--- config.mk ---
export PLATFORM = sky130hd
export DESIGN_NAME = mem_access_ctrl
export DESIGN_NICKNAME = d
export VERILOG_FILES = /design/src/rtl/mem_access_ctrl_pkg.sv /design/src/rtl/mem_access_ctrl.sv
export SDC_FILE = /design/constraint.sdc
export NUM_CORES = 1
export LEC_CHECK = 0
export BUFFER_PORTS_ARGS = -buffer_cell sky130_fd_sc_hd__buf_4
export CAP_MARGIN = 10
export CORE_UTILIZATION = 48
export CTS_CLUSTER_SIZE = 12
export DETAILED_ROUTE_END_ITERATION = 6
export PLACE_DENSITY = 0.84
export SLEW_MARGIN = 10
export SYNTH_ARGS = -nofsm -noshare
export SYNTH_HDL_FRONTEND = slang
export SYNTH_SLANG_ARGS = --single-unit
--- constraint.sdc ---
create_clock -name clk -period 3.6 [get_ports clk]
set_clock_uncertainty 0.1 [all_clocks]
set_input_delay 0.36 -clock clk [delete_from_list [all_inputs] [get_ports clk]]
set_output_delay 0.36 -clock clk [all_outputs]
set_load 0.005 [all_outputs]
--- src/rtl/mem_access_ctrl_pkg.sv ---
// Shared types and constants for the load/store access controller.
package mem_access_ctrl_pkg;

    typedef enum logic [1:0] {
        IDLE   = 2'd0,
        ACCESS = 2'd1,
        RESP   = 2'd2
    } state_t;

    localparam logic OP_LOAD  = 1'b0;
    localparam logic OP_STORE = 1'b1;

    localparam int ADDR_W_DEF = 5;
    localparam int DATA_W_DEF = 32;

    // Saturating 16-bit increment used by the optional statistics counters
    function automatic logic [15:0] sat_inc16(input logic [15:0] v);
        return (v == 16'hFFFF) ? v : v + 16'd1;
    endfunction

endpackage

--- src/rtl/mem_access_ctrl.sv ---
// Load/store access controller in front of a 32x32 data memory whose write
// port is enabled combinationally while read is low. Every output is a
// register, so mem_read can only drop for the single ACCESS cycle of a store.
// Optional statistics (load_count, store_count, busy): MEM_ACCESS_CTRL_STATS_EN.
module mem_access_ctrl
    import mem_access_ctrl_pkg::*;
#(
    parameter int ADDR_W = ADDR_W_DEF,
    parameter int DATA_W = DATA_W_DEF
) (
    input  logic              clk,
    input  logic              rst,
    input  logic              req_valid,
    output logic              req_ready,
    input  logic              req_op,
    input  logic [ADDR_W-1:0] req_addr,
    input  logic [DATA_W-1:0] req_wdata,
    output logic              resp_valid,
    input  logic              resp_ready,
    output logic [DATA_W-1:0] resp_rdata,
    output logic [ADDR_W-1:0] mem_addr,
    output logic [DATA_W-1:0] mem_in,
    output logic              mem_read,
    input  logic [DATA_W-1:0] mem_out
`ifdef MEM_ACCESS_CTRL_STATS_EN
    ,
    output logic [15:0]       load_count,
    output logic [15:0]       store_count,
    output logic              busy
`endif
);

    state_t state;

    // Request/response FSM together with the registered memory-side drive
    always_ff @(posedge clk or posedge rst) begin
        if (rst) begin
            state      <= IDLE;
            req_ready  <= 1'b1;
            resp_valid <= 1'b0;
            resp_rdata <= '0;
            mem_addr   <= '0;
            mem_in     <= '0;
            mem_read   <= 1'b1;
        end else begin
            case (state)
                IDLE: begin
                    req_ready  <= 1'b1;
                    resp_valid <= 1'b0;
                    mem_read   <= 1'b1;
                    if (req_valid && req_ready) begin
                        mem_addr  <= req_addr;
                        mem_in    <= req_wdata;
                        // a store opens the write window for the ACCESS cycle only
                        mem_read  <= ~req_op;
                        req_ready <= 1'b0;
                        state     <= ACCESS;
                    end
                end
                ACCESS: begin
                    // for a store mem_out already shows the freshly written word
                    resp_rdata <= mem_out;
                    mem_read   <= 1'b1;
                    resp_valid <= 1'b1;
                    state      <= RESP;
                end
                RESP: begin
                    if (resp_ready) begin
                        resp_valid <= 1'b0;
                        req_ready  <= 1'b1;
                        state      <= IDLE;
                    end
                end
                default: begin
                    state      <= IDLE;
                    req_ready  <= 1'b1;
                    resp_valid <= 1'b0;
                    mem_read   <= 1'b1;
                end
            endcase
        end
    end

`ifdef MEM_ACCESS_CTRL_STATS_EN
    // Per-op transaction counters; in ACCESS a low mem_read identifies a store
    always_ff @(posedge clk or posedge rst) begin
        if (rst) begin
            load_count  <= '0;
            store_count <= '0;
        end else if (state == ACCESS) begin
            if (mem_read == OP_STORE) load_count  <= sat_inc16(load_count);
            else                      store_count <= sat_inc16(store_count);
        end
    end

    assign busy = (state != IDLE);
`endif

endmodule

==> Word-level counts from Yosys, hierarchy flattened <==
Index checks and enable logic that the tools add are counted.
{ "word_totals": {"ff_bits": 74, "inputBits": 74, "elab_cells": 28} }
{ "classes": {"n_eq_ne": 4, "muxes": 10, "bitwise_logic": 2, "n_reduce_logical": 5} }
{ "op_table": {"columns": ["operator", "n"], "rows": [
  ["case mux 2 bit (3 select lines)", 1],
  ["AND reduction 2 bit", 3],
  ["two-way mux 1 bit", 4],
  ["two-way mux 2 bit", 2],
  ["inequality test 2 bit (second input constant)", 2],
  ["case mux 1 bit (2 select lines)", 2],
  ["case mux 1 bit (3 select lines)", 1],
  ["== test 2 x 1 -> 1 bit (second input constant)", 1],
  ["== test 2 bit (second input constant)", 1],
  ["zero test 2 bit", 1],
  ["inverter 1 bit", 2],
  ["logical AND 1 bit", 1]
]} }

==> Logic depth before layout (Yosys ltp) <==
{ "logic_depth": {"word_depth": 3, "mapped_depth": 4} }

==> Worst setup path before layout <==
No wires, ideal clock.
{ "synth_path": {"path_type": "register to register", "startpoint": "reg req_ready", "endpoint": "reg mem_in[18]", "setup_ns": 0.125, "arrival_ns": 1.385, "t_required_ns": 3.375, "slack_ns": 1.989, "stages_incl_launch_ff": 5, "n_path_buf": 2, "cell_sequence": "dfstp_2 and4bb_4 buf_6 buf_6 mux2_4"} }
{ "synth_via": {"elab_chain_len": 2} }
{ "synth_lines": {"columns": ["element", "line", "text"], "rows": [
  ["from (decl)", "mem_access_ctrl.sv:14", "output logic req_ready,"],
  ["from (signal assigned)", "mem_access_ctrl.sv:39", "req_ready <= 1'b1;"],
  ["from (signal assigned)", "mem_access_ctrl.sv:48", "req_ready <= 1'b1;"],
  ["from (signal assigned)", "mem_access_ctrl.sv:56", "req_ready <= 1'b0;"],
  ["logical AND 1 bit", "mem_access_ctrl.sv:51", "if (req_valid && req_ready) begin"],
  ["AND reduction 2 bit (no line)", null, null],
  ["to (signal assigned)", "mem_access_ctrl.sv:53", "mem_in <= req_wdata;"],
  ["to (decl)", "mem_access_ctrl.sv:22", "output logic [DATA_W-1:0] mem_in,"]
]} }
Every way passes these cells.
A chain may end at the register's enable or synchronous reset.

==> Final worst setup path <==
{ "layout_path": {"startpoint": "reg state[1]", "endpoint": "reg resp_rdata[6]"} }
{ "layout_via": {"elab_chain_len": 1} }
{ "layout_lines": {"columns": ["element", "line", "text"], "rows": [
  ["from (decl)", "mem_access_ctrl.sv:33", "state_t state;"],
  ["from (signal assigned)", "mem_access_ctrl.sv:38", "state <= IDLE;"],
  ["from (signal assigned)", "mem_access_ctrl.sv:57", "state <= ACCESS;"],
  ["from (signal assigned)", "mem_access_ctrl.sv:65", "state <= RESP;"],
  ["== test 2 x 1 -> 1 bit", "mem_access_ctrl.sv:46", "case (state)"],
  ["to (signal assigned)", "mem_access_ctrl.sv:62", "resp_rdata <= mem_out;"],
  ["to (decl)", "mem_access_ctrl.sv:20", "output logic [DATA_W-1:0] resp_rdata,"]
]} }
Every way passes these cells.

==> impl_metrics.yaml <==
timing:
  fin_crit_ns: 2.04
  hold_violations: 0
  relSlewSlack: 0.390
  fmax_ghz: 0.491
  worst_slew_pin_slew_ns: 0.915
  setup_violations: 0
  period_share: 0.566
  rsz0062_at_grt: "false"
  worst_hold_slack_ns: 0.153
  slew_viol_final: 0
  tns_ns: 0
clocking:
  post_cts_buffers: 0
  cts_resized: 0
  clk_pin_slew_ns: 0.07
  cts_buffers: 9
  cts-root-buf: "clkbuf_8"
  ctsHoldBuffers: 0
  tritoncts: "built"
  cts_max_path_buffers: 2
  h-tree-depth: 3
  clock_sinks: 74
  clock_latency_ns: 0.33
pwr:
  powerDensity_nw_per_um2: 893
  p_total_mw: 3.74
  power_leakage_nw: 2.04
  ir_worst_vdd_mv: 0.479
yosys:
  synth_cells: 164
  yosysWarnings: 0
  yosysUniqueCellTypes: 18
  syn_nets: 238
  ys_seq_area_frac: 0.655
  synth.avg_cell_area_um2: 17.2
  ys_ff_latch: 74
  netlist_area_um2: 2830
die:
  die-area_um2: 6200
  die_w_um: 78.8
  io_pins: 146
  core_area_um2: 5610
  die_h_um: 78.8
  rows: 27
  start_util: 0.504
setup_path:
  crit_type: "flip-flop to flip-flop"
  cp-end-kind: "flip-flop"
  cp.arrival_ns: 2.15
  r2r_slack_ns: 1.56
  critPathLaunchType: "flip-flop"
  crit_path_max_fanout: 17
  required_ns: 3.71
detailed_routing:
  initialDrtViolationCount: 76
  ant_nets: 0
  routed-via-count: 1922
  drc: 0
  drt_wl_total_um: 6000
  via_per_inst: 4.92
  routedWlPerCell_um: 15.4
  dr.pass1.iters: 4
layout:
  utilization: 0.747
  final_nets: 388
  multi_input_area_um2: 902
  area_delta_synth_final_pct: 48.2
  diodes: 0
  seq_area_um2: 1850
  fin_area_um2: 4190
  n_fill_cell: 386
  drive_above_1_share: 0.730
placed_design:
  port_buffers: 145
  place_congestion: 0.719
  hpwlAfterDp_um: 4210
  placed_area_um2: 3960
global_routing:
  grt_use_total: 0.205
  grt_max_degree: 75
  grt_pass1_wl_um: 9450
  grt_pass1_vias: 1940
  grt-ovfl-total: 0
  grt_antenna_before_repair: 0
flow_run:
  drv_cap: 0
worst_hold_path:
  hp-class: "primary input to flip-flop"
run_status:
  outcome: "complete, no violations"
cell usage after synthesis:
cell	instances	share of area
inv_1	2	0.0027
mux2_2	57	0.23
clkbuf_2	1	0.0018
nand4b_1	1	0.0031
buf_6	2	0.0080
mux2_1	2	0.0080
dfrtp_1	72	0.64
nor2b_1	1	0.0022
nor4b_1	1	0.0031
nand2b_1	2	0.0044
buf_4	5	0.013
mux2_4	10	0.053
nor2_1	1	0.0013
a31o_2	1	0.0031
a211oi_1	1	0.0027
a21o_1	2	0.0053
dfstp_2	2	0.019
and4bb_4	1	0.0058
cell families (layout without fill, tap and decap cells):
family | Yosys count | count (layout) | share of synthesized area
multiplexers | 69 | 69 | 0.288
flip-flops | 74 | 74 | 0.655
AO/OA/AOI/OAI | 4 | 4 | 0.0111
buffers and inverters | 10 | 165 | 0.0257
AND/OR/NAND/NOR | 7 | 7 | 0.0199
final timing paths:
kind / start / endpoint / cells past startpoint
max: state[1] / resp_rdata[6] / 3
min: mem_out[23] / resp_rdata[23] / 2
max reg2reg: state[1] / resp_rdata[6] / 3
min reg2reg: req_ready / req_ready / 2
max in group asynchronous: rst / mem_addr[4] / 3
min in group asynchronous: rst / resp_rdata[22] / 3
worst max-delay path: stages, from the launching register on:
cell      delay [ns]
dfrtp_1         0.44
nand2b_1        0.63
buf_4           0.38
mux2_2          0.37
cells in the final DEF, fill, tap and decap left out, drive strengths merged:
cell type    n
nor2b        1
mux2        69
nand2b       2
clkinv       1
bufinv       3
and4bb       1
clkinvlp     1
clkbuf      11
a21o         2
inv          2
nor4b        1
nand4b       1
buf        147
nor2         1
a31o         1
dfstp        2
a211oi       1
dfrtp       72
where the power goes:
| group | total [mW] | switching (mW) | internal [mW] |
|---|---|---|---|
| logic | 1.50 | 0.488 | 1.01 |
| registers | 1.49 | 0.228 | 1.26 |
| clock network | 0.756 | 0.296 | 0.460 |
| total | 3.74 | 1.01 | 2.73 |
layout make-up:
class,count,area share
inverter,2,0.00179
sequential,74,0.442
tap,72,0.0215
clock buffer,11,0.0313
clock inverter,5,0.0245
timing repair buffer,147,0.263
multi-input combinational,80,0.215
per-stage QoR:
stage,setup slack [ns],std cells
after floorplan,1.26,164
after global placement,1.64,375
after detailed placement,1.56,375
after CTS,1.56,391
after global routing,1.46,391
final,1.56,391
per-layer routing:
metal / up-vias / global-route usage / routed length (um)
li1: 877 / - / -
met1: 946 / 0.255 / 2450
met2: 88 / 0.323 / 2940
met3: 11 / 0.0667 / 501
met4: 0 / 0.102 / 116
met5: - / 0 / 0
state kept, by name, indices dropped and copies added, names as in the netlist:
register and cells:
mem_in 32, resp_rdata 32, mem_addr 5, state 2
mem_read 1, req_ready 1, resp_valid 1
No activity file was read; power rests on OpenSTA's default activity.
